==> src/rtl/poly8_pkg.sv <==
// Shared types for the poly8 call driver: default widths, FSM states and
// the tagged result record buffered between poly8 and the downstream consumer.
package poly8_pkg;

  localparam int DEF_DATA_W = 32;
  localparam int DEF_CNT_W  = 16;

  typedef enum logic [1:0] {
    IDLE  = 2'd0,
    RUN   = 2'd1,
    DRAIN = 2'd2,
    FIN   = 2'd3
  } state_t;

  typedef struct packed {
    logic [DEF_CNT_W-1:0]  tag;
    logic [DEF_DATA_W-1:0] data;
  } result_t;

endpackage

==> src/rtl/poly8_ret_fifo.sv <==
// Show-ahead result FIFO: head entry is visible whenever not empty; a push
// into a full FIFO is dropped even if a pop happens in the same cycle.
module poly8_ret_fifo
  import poly8_pkg::*;
#(
  parameter int DEPTH = 4
) (
  input  logic                     clock,
  input  logic                     reset,
  input  logic                     push,
  input  result_t                  wdata,
  input  logic                     pop,
  output result_t                  rdata,
  output logic                     full,
  output logic                     empty,
  output logic [$clog2(DEPTH):0]   occ
);

  localparam int AW = $clog2(DEPTH);

  result_t       mem [DEPTH];
  logic [AW-1:0] wr_ptr;
  logic [AW-1:0] rd_ptr;
  logic          do_push;
  logic          do_pop;

  assign full    = (occ == (AW+1)'(DEPTH));
  assign empty   = (occ == '0);
  assign do_push = push && !full;
  assign do_pop  = pop && !empty;
  assign rdata   = empty ? '0 : mem[rd_ptr];

  always_ff @(posedge clock or posedge reset) begin
    if (reset) begin
      wr_ptr <= '0;
      rd_ptr <= '0;
      occ    <= '0;
    end else begin
      if (do_push) wr_ptr <= wr_ptr + 1'b1;
      if (do_pop)  rd_ptr <= rd_ptr + 1'b1;
      case ({do_push, do_pop})
        2'b10:   occ <= occ + 1'b1;
        2'b01:   occ <= occ - 1'b1;
        default: ;
      endcase
    end
  end

  // Storage is data only; the pointers and occupancy define what is valid.
  always_ff @(posedge clock) begin
    if (do_push) mem[wr_ptr] <= wdata;
  end

endmodule

==> src/rtl/poly8_call_driver.sv <==
// Drives a run of calls into poly8 (idx = base + n), collects returns in order
// into a tagged result FIFO and keeps a running checksum of the run.
module poly8_call_driver
  import poly8_pkg::*;
#(
  parameter int DATA_W     = DEF_DATA_W,
  parameter int CNT_W      = DEF_CNT_W,
  parameter int FIFO_DEPTH = 4
) (
  input  logic              clock,
  input  logic              reset,
  input  logic              cfg_go,
  input  logic [DATA_W-1:0] cfg_base,
  input  logic [CNT_W-1:0]  cfg_count,
  output logic              call_start,
  input  logic              call_busy,
  output logic [DATA_W-1:0] call_idx,
  input  logic              ret_done,
  output logic              ret_stall,
  input  logic [DATA_W-1:0] ret_data,
  output logic              res_valid,
  input  logic              res_ready,
  output logic [DATA_W-1:0] res_data,
  output logic [CNT_W-1:0]  res_tag,
  output logic              run_active,
  output logic              run_done,
  output logic [DATA_W-1:0] checksum,
  output logic              err_spurious
);

  localparam int OW = $clog2(FIFO_DEPTH) + 1;

  state_t            state;
  logic [DATA_W-1:0] base_q;
  logic [CNT_W-1:0]  count_q;
  logic [CNT_W-1:0]  issued;
  logic [CNT_W-1:0]  received;
  logic [OW-1:0]     outstanding;
  logic [OW-1:0]     occ;
  logic [OW:0]       credit_used;
  logic              fifo_full;
  logic              fifo_empty;
  logic              call_fire;
  logic              ret_xfer;
  logic              ret_push;
  result_t           fifo_wdata;
  result_t           fifo_rdata;

  // Every issued call reserves a FIFO slot, so a return is never stalled.
  assign credit_used = {1'b0, outstanding} + {1'b0, occ};
  assign call_start  = (state == RUN) && (issued < count_q)
                       && (credit_used < (OW+1)'(FIFO_DEPTH));
  assign call_idx    = base_q + DATA_W'(issued);
  assign call_fire   = call_start && !call_busy;

  assign ret_stall   = fifo_full && (outstanding != '0);
  assign ret_xfer    = ret_done && !ret_stall;
  assign ret_push    = ret_xfer && (outstanding != '0);

  assign fifo_wdata.tag  = DEF_CNT_W'(received);
  assign fifo_wdata.data = DEF_DATA_W'(ret_data);

  assign res_valid = !fifo_empty;
  assign res_data  = DATA_W'(fifo_rdata.data);
  assign res_tag   = CNT_W'(fifo_rdata.tag);

  poly8_ret_fifo #(
    .DEPTH (FIFO_DEPTH)
  ) u_fifo (
    .clock (clock),
    .reset (reset),
    .push  (ret_push),
    .wdata (fifo_wdata),
    .pop   (res_ready),
    .rdata (fifo_rdata),
    .full  (fifo_full),
    .empty (fifo_empty),
    .occ   (occ)
  );

  always_ff @(posedge clock or posedge reset) begin
    if (reset) begin
      state        <= IDLE;
      base_q       <= '0;
      count_q      <= '0;
      issued       <= '0;
      received     <= '0;
      outstanding  <= '0;
      checksum     <= '0;
      run_active   <= 1'b0;
      run_done     <= 1'b0;
      err_spurious <= 1'b0;
    end else begin
      if (call_fire) issued <= issued + 1'b1;
      if (ret_push) begin
        received <= received + 1'b1;
        checksum <= checksum + ret_data;
      end
      // A return with nothing owed is taken off the bus and discarded.
      if (ret_xfer && (outstanding == '0)) err_spurious <= 1'b1;
      case ({call_fire, ret_push})
        2'b10:   outstanding <= outstanding + 1'b1;
        2'b01:   outstanding <= outstanding - 1'b1;
        default: ;
      endcase

      case (state)
        IDLE, FIN: begin
          if (cfg_go) begin
            state      <= RUN;
            base_q     <= cfg_base;
            count_q    <= cfg_count;
            issued     <= '0;
            received   <= '0;
            checksum   <= '0;
            run_active <= 1'b1;
            run_done   <= 1'b0;
          end
        end
        RUN: begin
          if (issued == count_q) state <= DRAIN;
        end
        DRAIN: begin
          if ((received == count_q) && fifo_empty) begin
            state      <= FIN;
            run_active <= 1'b0;
            run_done   <= 1'b1;
          end
        end
        default: state <= IDLE;
      endcase
    end
  end

endmodule

==> config.mk <==
export PLATFORM = sky130hd
export DESIGN_NAME = poly8_call_driver
export DESIGN_NICKNAME = d
export VERILOG_FILES = /design/src/rtl/poly8_pkg.sv /design/src/rtl/poly8_ret_fifo.sv /design/src/rtl/poly8_call_driver.sv
export SDC_FILE = /design/constraint.sdc
export NUM_CORES = 1
export LEC_CHECK = 0
export CAP_MARGIN = 20
export CORE_MARGIN = 1.5
export CORE_UTILIZATION = 55
export CTS_CLUSTER_SIZE = 24
export DETAILED_ROUTE_END_ITERATION = 12
export PLACE_DENSITY = 0.79
export SLEW_MARGIN = 15
export SYNTH_ARGS = -nofsm -noshare
export SYNTH_HDL_FRONTEND = slang
export SYNTH_SLANG_ARGS = --single-unit
==> constraint.sdc <==
create_clock -name clock -period 7.3 [get_ports clock]
set_input_delay 1.46 -clock clock [delete_from_list [all_inputs] [get_ports clock]]
set_output_delay 1.46 -clock clock [all_outputs]
set_load 0.01 [all_outputs]
==> results.json, run 1 <==
{
  "worst_clock_skew_ns": 0.009093,
  "max-vdd-ir-drop_v": 0.0002169,
  "ys_seq_area_share_pct": 55.68,
  "rows": 62,
  "post-synth-top-count-cell": "nand2_1",
  "async_flop_share_pct": 39.81,
  "ant_nets": 0,
  "drc": 0,
  "yosysWarnings": 0,
  "synth.net_count": 1516,
  "grt-ovfl-total": 0,
  "via_per_inst": 5.828,
  "cts_resized": 0,
  "synth_edf_count": 192,
  "crit_family": "compound AO/OA/AOI/OAI gates",
  "path_class": "flop to primary output",
  "placed_area_um2": 18440,
  "yosysTopAreaCell": "edfxtp_1",
  "ios": 204,
  "cts_buffer_depth": 3,
  "ys_seq_elements": 319,
  "slew_violations": 0,
  "power_density_nw_per_um2": 413.7,
  "cts_tree": "built",
  "critical_path.cell_chain": "ha_1 > inv_1 > fa_1 > nor2b_1 > o21ai_1 > a21boi_1 > o21ai_1 > o21ai_1 > a21oi_1 > nor4bb_1 > xor2_1 > clkdlybuf4s50_1",
  "min_period_ns": 5.381,
  "dp_slack_ns": 2.423,
  "finalHoldViolCount": 0,
  "grtUsageTotal_pct": 25.62,
  "htreeDepth": 2,
  "power_mw": 8.094,
  "yosysUniqueCellTypes": 70,
  "core_um2": 28700,
  "gp_congestion": 0.8983,
  "final_util_pct": 68.16,
  "clk_pin_slew_worst_paths_ns": 0.06,
  "nets": 1707,
  "critPathBufInv": 2,
  "die_area_um2": 30240,
  "cpMaxStageDelayCell": "clkdlybuf4s50_1",
  "synth_area_per_cell_um2": 11.90,
  "total_leakage_power_nw": 7.906,
  "num_vias": 11370,
  "yosys_most_used_dff": "edfxtp_1",
  "die_x_um": 173.9,
  "cp-end-kind": "primary output",
  "setup_ws_ns": 1.919,
  "netlist_instances": 1350,
  "grt_max_degree": 78,
  "grt_pass1_wl_um": 60860,
  "start_kind": "flop",
  "fill_cells": 2084,
  "syn_area_um2": 16060,
  "drt_iter0_drc": 1017,
  "status": "finished clean",
  "port_buffers": 203,
  "min_path_type": "flop to flop",
  "final.setup.tns_ns": 0,
  "diodes": 0,
  "syn2layout_area_growth_pct": 21.80,
  "postCtsHoldBufs": 0,
  "netlist.area_leader.share_pct": 35.89,
  "wl_um": 38200,
  "detailed_place_hpwl_um": 25180,
  "cp.arrival_ns": 3.92,
  "max_slew_margin_pct": 32.65,
  "crit_top_cell": "o21ai_1",
  "crit_fanout": 8,
  "max_clock_freq_mhz": 185.9,
  "setup_viol": 0,
  "dr.pass1.iters": 5,
  "synth_area_leaders": "edfxtp_1, dfrtp_1, mux4_2",
  "insertion_delay_ns": 0.52,
  "antenna_found_initial": 2,
  "cpPeakStageDelay_ns": 0.55,
  "synthTopCellsByCount": "nand2_1, edfxtp_1, dfrtp_1",
  "cts_buffers": 35,
  "min_period_over_period_pct": 73.71,
  "start_util_pct": 55.96,
  "grt_setup_unrepaired": "false",
  "die_h_um": 173.9,
  "cts.sinks": 319,
  "worstPathRequired_ns": 5.84,
  "clock-root-buffer": "clkbuf_16",
  "post_drt_wl_per_cell_um": 19.58,
  "final_layout_size_suffix_gt1_share_pct": 8.679,
  "fin_area_um2": 19570,
  "first_global_vias": 11462,
  "max_slew.worst_pin.slew_ns": 1.002,
  "postCtsSetupBuffers": 0,
  "maxCapViolations": 0
}
## metrics by stage
step	hold slack, ns	std cells
4_1_cts	0.4626	1950
3_5_place_dp	0.4453	1887
6_report	0.4577	1951
2_1_floorplan	0.4523	1350
5_1_grt	0.4791	1951
3_3_place_gp	0.4452	1887
## cells in the final DEF (no fill, tap or decap), types with 12 or more instances in the layout
master / count
o21ai_0: 51
xor2_1: 48
nor2_1: 68
xnor2_1: 32
and3_1: 16
clkdlybuf4s50_1: 203
nand2b_1: 19
buf_4: 12
clkbuf_16: 36
edfxtp_1: 192
a21o_1: 26
mux4_2: 48
dfrtp_1: 125
a21oi_1: 67
nand4_1: 24
ha_1: 76
nand3_1: 26
nand2_1: 194
inv_1: 44
nor3_1: 23
and2_1: 50
## final cells by class
class | count | area (um2) | area share, %
multi-input combinational | 923 | 6714 | 34.32
clock buffer | 49 | 989.7 | 5.059
timing repair buffer | 216 | 2150 | 10.99
sequential | 319 | 8949 | 45.74
tap | 384 | 480.5 | 2.456
clock inverter | 14 | 107.6 | 0.5500
inverter | 46 | 175.2 | 0.8953
## sequential cells by signal, summed over array words and instances, names as in the netlist
register	count
base_q	32
checksum	32
count_q	16
err_spurious	1
issued	16
outstanding	3
received	16
run_active	1
run_done	1
state	2
u_fifo.mem	192
u_fifo.occ	3
u_fifo.rd_ptr	2
u_fifo.wr_ptr	2
## logic make-up (layout without fill, tap and decap cells)
logic type	after synthesis	after routing	synth area share (%)
AO/OA/AOI/OAI	236	236	9.457
XOR/XNOR	80	80	4.362
AND/OR/NAND/NOR	470	470	14.21
buffers and inverters	108	325	2.586
flip-flops	319	319	55.68
multiplexers	57	57	7.291
adder cells (fa/ha/maj)	80	80	6.418
## worst reg2reg max path: cells and delay by family, from the launching register on
kind	cells	cell delay (ns)
buffers and inverters	3	1.44
adders and majority gates	2	0.79
and+or+nand+nor	3	0.53
DFF	1	0.42
xor gates and xnor gates	2	0.30
## power by group
group,internal (mW),switching [mW]
combinational,1.77,1.87
sequential,2.44,0.333
clock,0.986,0.697
total,5.19,2.90
## worst paths after layout
check / startpoint / end / slack (ns) / cells past startpoint
worst max-delay path: issued[0] / call_idx[26] / 1.92 / 12
worst min-delay path: err_spurious / err_spurious / 0.46 / 1
worst max register to register: outstanding[1] / outstanding[2] / 3.71 / 10
worst min register to register: err_spurious / err_spurious / 0.46 / 1
max in group asynchronous: reset / u_fifo.rd_ptr[0] / 4.32 / 3
min in group asynchronous: reset / checksum[17] / 1.43 / 2
## per-layer routing
| metal | part of all wire, % | global-route usage (%) | vias to the layer above | wire [um] |
|---|---|---|---|---|
| met5 | 0.068 | 0 | - | 26 |
| met4 | 2.7 | 8.046 | 4 | 1019 |
| met3 | 7.5 | 5.096 | 74 | 2867 |
| met2 | 49 | 43.27 | 442 | 18570 |
| met1 | 41 | 33.55 | 5531 | 15720 |
| li1 | - | - | 5319 | - |
(Power assumes the default switching activity.)
==> run 2: changes to the inputs <==
- clock period: 7.3 -> 5.1 ns (I/O delays scaled with it)
==> run 2 against run 1 <==
Clock skew grew 0.0093 ns. Clock power grew 44%. Critical endpoint unchanged. Worst hold slack is essentially flat. Die area is the same. Largest power group unchanged.
==> results.json, run 2 (same netlist as run 1, synthesis figures left out) <==
{
  "status": "finished clean",
  "met1Wirelength_um": 15640,
  "core_um2": 28700,
  "postCtsSetupBuffers": 0,
  "critical_path.cell_chain": "ha_1 > inv_1 > fa_1 > nor2b_1 > o21ai_1 > a21boi_1 > o21ai_1 > o21ai_1 > a21oi_2 > nor4bb_1 > xor2_1 > clkdlybuf4s50_1",
  "die_h_um": 173.9,
  "crit_top_cell": "o21ai_1",
  "top_register": "u_fifo.mem",
  "min_period_ns": 4.788,
  "grt-ovfl-total": 0,
  "power_density_nw_per_um2": 591.6,
  "max-vdd-ir-drop_v": 0.0002869,
  "worst_clock_skew_ns": 0.01835,
  "diodes": 0,
  "detailed_place_hpwl_um": 25400,
  "clk_pin_slew_worst_paths_ns": 0.06,
  "ff2ff_setup_slack_ns": 1.54,
  "maxCapViolations": 0,
  "postCtsHoldBufs": 0,
  "grt_setup_unrepaired": "false",
  "gp_congestion": 0.9095,
  "rr_endpoint": "outstanding[2]",
  "reg2reg_depth": 15,
  "max_clock_freq_mhz": 208.9,
  "nets": 1710,
  "num_vias": 11381,
  "crit_family": "compound AO/OA/AOI/OAI gates",
  "crit_fanout": 8,
  "fill_cells": 2021,
  "worstPathRequired_ns": 4.08,
  "rr_startpoint": "issued[1]",
  "max_slew_margin_pct": 31.07,
  "ant_nets": 0,
  "hold-path-endpoint": "err_spurious",
  "slew_violations": 0,
  "via_per_inst": 5.824,
  "finalHoldViolCount": 0,
  "critPathBufInv": 2,
  "start_kind": "flop",
  "placed_area_um2": 18470,
  "syn2layout_area_growth_pct": 22.08,
  "port_buffers": 203,
  "drc": 0,
  "die_x_um": 173.9,
  "cpPeakStageDelay_ns": 0.55,
  "grt_max_degree": 75,
  "clock-root-buffer": "clkbuf_16",
  "rows": 62,
  "ios": 204,
  "insertion_delay_ns": 0.51,
  "dr.pass1.iters": 6,
  "die_area_um2": 30240,
  "htreeDepth": 2,
  "total_leakage_power_nw": 7.920,
  "post_drt_wl_per_cell_um": 19.46,
  "grtUsageTotal_pct": 25.43,
  "cts_buffer_depth": 3,
  "wl_um": 38020,
  "final_common_cell": "clkdlybuf4s50_1",
  "setup_viol": 0,
  "top_regs": "u_fifo.mem (192), base_q (32), checksum (32)",
  "cp.arrival_ns": 3.77,
  "min_path_type": "flop to flop",
  "largest_reg_flops": 192,
  "min_period_over_period_pct": 93.88,
  "path_class": "flop to primary output",
  "start_util_pct": 55.96,
  "cts.sinks": 319,
  "cp-end-kind": "primary output",
  "antenna_found_initial": 1,
  "highest_layer": "met5",
  "grt_pass1_wl_um": 60950,
  "cpMaxStageDelayCell": "clkdlybuf4s50_1",
  "layout_common_cells": "clkdlybuf4s50_1, nand2_1, edfxtp_1",
  "wl_met2_um": 18350,
  "fin_area_um2": 19610,
  "hold_start": "err_spurious",
  "drt_iter0_drc": 896,
  "wl_met3_um": 2854,
  "final_util_pct": 68.32,
  "first_global_vias": 11382,
  "holdPathStages": 1,
  "final.setup.tns_ns": 0,
  "cts_tree": "built",
  "final_layout_size_suffix_gt1_share_pct": 8.917,
  "cts_buffers": 34,
  "max_slew.worst_pin.slew_ns": 1.034
}
run 2: changes by cell type in the layout (fill, tap and decap cells not counted), sizes merged:
cell,delta
buf,+4
inv,-2
clkinvlp,+2
clkinv,-2
bufinv,+1
run 2: power by group:
group | internal [mW] | switching (mW)
combinational | 2.54 | 2.63
sequential | 3.48 | 0.527
clock | 1.44 | 0.987
total | 7.46 | 4.14
run 2: cell type report:
cell class	count	area (um2)	area share, %
Inverter	46	175.2	0.8933
Sequential cell	319	8949	45.63
Tap cell	384	480.5	2.450
Clock inverter	13	138.9	0.7082
Multi-Input combinational cell	923	6718	34.26
Clock buffer	49	969.7	4.945
Timing Repair Buffer	220	2180	11.11
run 2: what timing repair did:
action                                 in CTS  in global routing
endpoints found under the hold margin       0                  0
resized for setup                           0                  1
setup endpoints to repair                   0                  1
run 2: worst max path at each step:
stage,from,endpoint,cells past startpoint,slack (ns)
final,issued[0],call_idx[26],12,0.31
after global routing,issued[0],call_idx[26],12,0.05
after CTS,issued[0],call_idx[26],12,0.22
after detailed placement,ret_data[0],checksum[30],11,0.72
after global placement,ret_data[0],checksum[30],11,0.79
after floorplan,reset,base_q[0],1,0.70
run 2: metrics by stage:
stage	hold WS (ns)	power (mW)	setup WS (ns)	std cells
2_1_floorplan	0.4523	7.085	0.6957	1350
3_3_place_gp	0.4416	9.030	0.7923	1891
5_1_grt	0.4885	12.30	0.05256	1954
6_report	0.4576	11.60	0.3123	1954
4_1_cts	0.4616	11.63	0.2153	1953
3_5_place_dp	0.4473	9.172	0.7180	1891
run 2: layer usage:
metal	GRT usage (%)	vias up
li1	-	5307
met1	33.74	5581
met2	42.35	411
met3	5.468	80
met4	7.507	2
met5	0	-
==> run 3: changes to the inputs <==
- PLACE_DENSITY: 0.79 -> unset
- PLACE_DENSITY_LB_ADDON: unset -> 0.3
- SLEW_MARGIN: 15 -> unset
==> run 3 against run 2 <==
Routed wire length rose by 0.20%. Critical path type unchanged. Die area did not move. Sequential power barely moved. Utilization barely moved. Total power barely moved. Setup slack improved by 0.12 ns. Combinational power barely moved. Count of clock-buffer cells in the layout rose by 1. Worst hold slack improved by 0.011 ns. Via count rose by 1.2%.
==> results.json, run 3 (same netlist as run 1, synthesis figures left out) <==
{
  "die_h_um": 173.9,
  "core_um2": 28700,
  "first_global_vias": 11397,
  "insertion_delay_ns": 0.52,
  "grt-ovfl-total": 0,
  "min_period_over_period_pct": 91.50,
  "rr_endpoint": "outstanding[2]",
  "maxCapViolations": 0,
  "p_int_mw": 7.446,
  "die_x_um": 173.9,
  "max-vdd-ir-drop_v": 0.0003250,
  "final_cells": 1952,
  "max_slew.worst_pin.slew_ns": 1.046,
  "p_sw_mw": 4.163,
  "ant_nets": 0,
  "rr_startpoint": "issued[1]",
  "port_buffers": 203,
  "cts_tree": "built",
  "dr.pass1.iters": 5,
  "final_common_cell": "clkdlybuf4s50_1",
  "cp-end-kind": "primary output",
  "start_util_pct": 55.96,
  "grt_setup_unrepaired": "false",
  "gp_congestion": 0.9007,
  "hold-path-endpoint": "err_spurious",
  "final.setup.tns_ns": 0,
  "swShare_pct": 35.86,
  "finalHoldViolCount": 0,
  "cp.arrival_ns": 3.65,
  "hold_start": "err_spurious",
  "clk_pin_slew_worst_paths_ns": 0.06,
  "top_register": "u_fifo.mem",
  "final_layout_size_suffix_gt1_share_pct": 9.056,
  "drt_iter0_drc": 940,
  "clkPwrFrac_pct": 21.0,
  "syn2layout_area_growth_pct": 22.09,
  "grt_max_degree": 81,
  "wl_um": 38100,
  "power_density_nw_per_um2": 592.0,
  "cts.sinks": 319,
  "fill_cells": 2054,
  "drc": 0,
  "slew_violations": 0,
  "p_comb_share_pct": 44.6,
  "postCtsHoldBufs": 0,
  "min_period_ns": 4.666,
  "layout_common_cells": "clkdlybuf4s50_1, nand2_1, edfxtp_1",
  "p_seq_share_pct": 34.5,
  "crit_fanout": 8,
  "die_area_um2": 30240,
  "worstPathRequired_ns": 4.08,
  "cts_buffer_depth": 3,
  "num_vias": 11520,
  "ios": 204,
  "top_regs": "u_fifo.mem (192), base_q (32), checksum (32)",
  "cts_buffers": 34,
  "antenna_found_initial": 0,
  "power_mw": 11.61,
  "htreeDepth": 2,
  "worst_clock_skew_ns": 0.01615,
  "min_path_type": "flop to flop",
  "rows": 62,
  "dp_cells": 1889,
  "post_drt_wl_per_cell_um": 19.52,
  "via_per_inst": 5.902,
  "reg2reg_depth": 15,
  "largest_reg_flops": 192,
  "start_kind": "flop",
  "status": "finished clean",
  "max_slew_margin_pct": 29.67,
  "holdPathStages": 1,
  "ff2ff_setup_slack_ns": 1.58,
  "detailed_place_hpwl_um": 25470,
  "grtUsageTotal_pct": 25.49,
  "path_class": "flop to primary output",
  "setup_viol": 0,
  "total_leakage_power_nw": 7.916,
  "grt_pass1_wl_um": 60980,
  "diodes": 0,
  "nets": 1708,
  "postCtsSetupBuffers": 0,
  "max_clock_freq_mhz": 214.3,
  "final_util_pct": 68.33,
  "clock-root-buffer": "clkbuf_16"
}
## run 3: what timing repair did
action,CTS,global route
setup endpoints to repair,0,2
endpoints found under the hold margin,0,0
resized for setup,0,4
## run 3: final cells by class
class / instances / area (um2) / share of cell area (%)
Sequential cell: 319 / 8949 / 45.63
Clock buffer: 50 / 962.2 / 4.906
Clock inverter: 12 / 133.9 / 0.6827
Multi-Input combinational cell: 923 / 6731 / 34.32
Inverter: 46 / 177.7 / 0.9060
Tap cell: 384 / 480.5 / 2.450
Timing Repair Buffer: 218 / 2177 / 11.10
## run 3: layer usage
metal | share of wire, % | up-vias | global-route usage [%]
met4 | 2.6 | 0 | 8.010
met1 | 43 | 5679 | 34.35
met3 | 8.1 | 66 | 5.534
met5 | 0 | - | 0
li1 | - | 5311 | -
met2 | 47 | 464 | 41.60
## run 3: how the worst max path moves through the flow
stage                     start      endpoint  depth (start not counted)
floorplan                 reset     base_q[0]                          1
global placement    ret_data[0]  checksum[30]                         11
detailed placement  ret_data[0]  checksum[30]                         11
CTS                   issued[0]  call_idx[26]                         12
global route          issued[0]  call_idx[26]                         12
finish                issued[0]  call_idx[26]                         12
## run 3: worst max-delay path, stage by stage (launching register included)
cell	delay (ns)
dfrtp_1	0.42
ha_1	0.19
inv_1	0.05
fa_1	0.39
nor2b_1	0.13
o21ai_1	0.10
a21boi_2	0.20
o21ai_1	0.14
o21ai_2	0.24
a21oi_2	0.18
nor4bb_2	0.33
xor2_1	0.19
clkdlybuf4s50_1	0.56
## run 3: per-stage QoR
step	hold slack, ns	area, um2	setup slack (ns)
finish	0.4683	19610	0.4336
global route	0.4926	19610	0.1006
CTS	0.4655	19570	0.1278
detailed placement	0.4527	18470	0.6865
global placement	0.4393	18470	0.7797
floorplan	0.4523	16060	0.6957
## run 3: power groups by stage
stage / sequential, mW / clock [mW] / combinational [mW]
floorplan: 3.87 / 0 / 3.22
global placement: 4.08 / 0 / 4.95
detailed placement: 4.12 / 0 / 5.05
CTS: 4.09 / 2.46 / 5.09
global route: 4.08 / 2.57 / 5.66
finish: 4.00 / 2.43 / 5.18
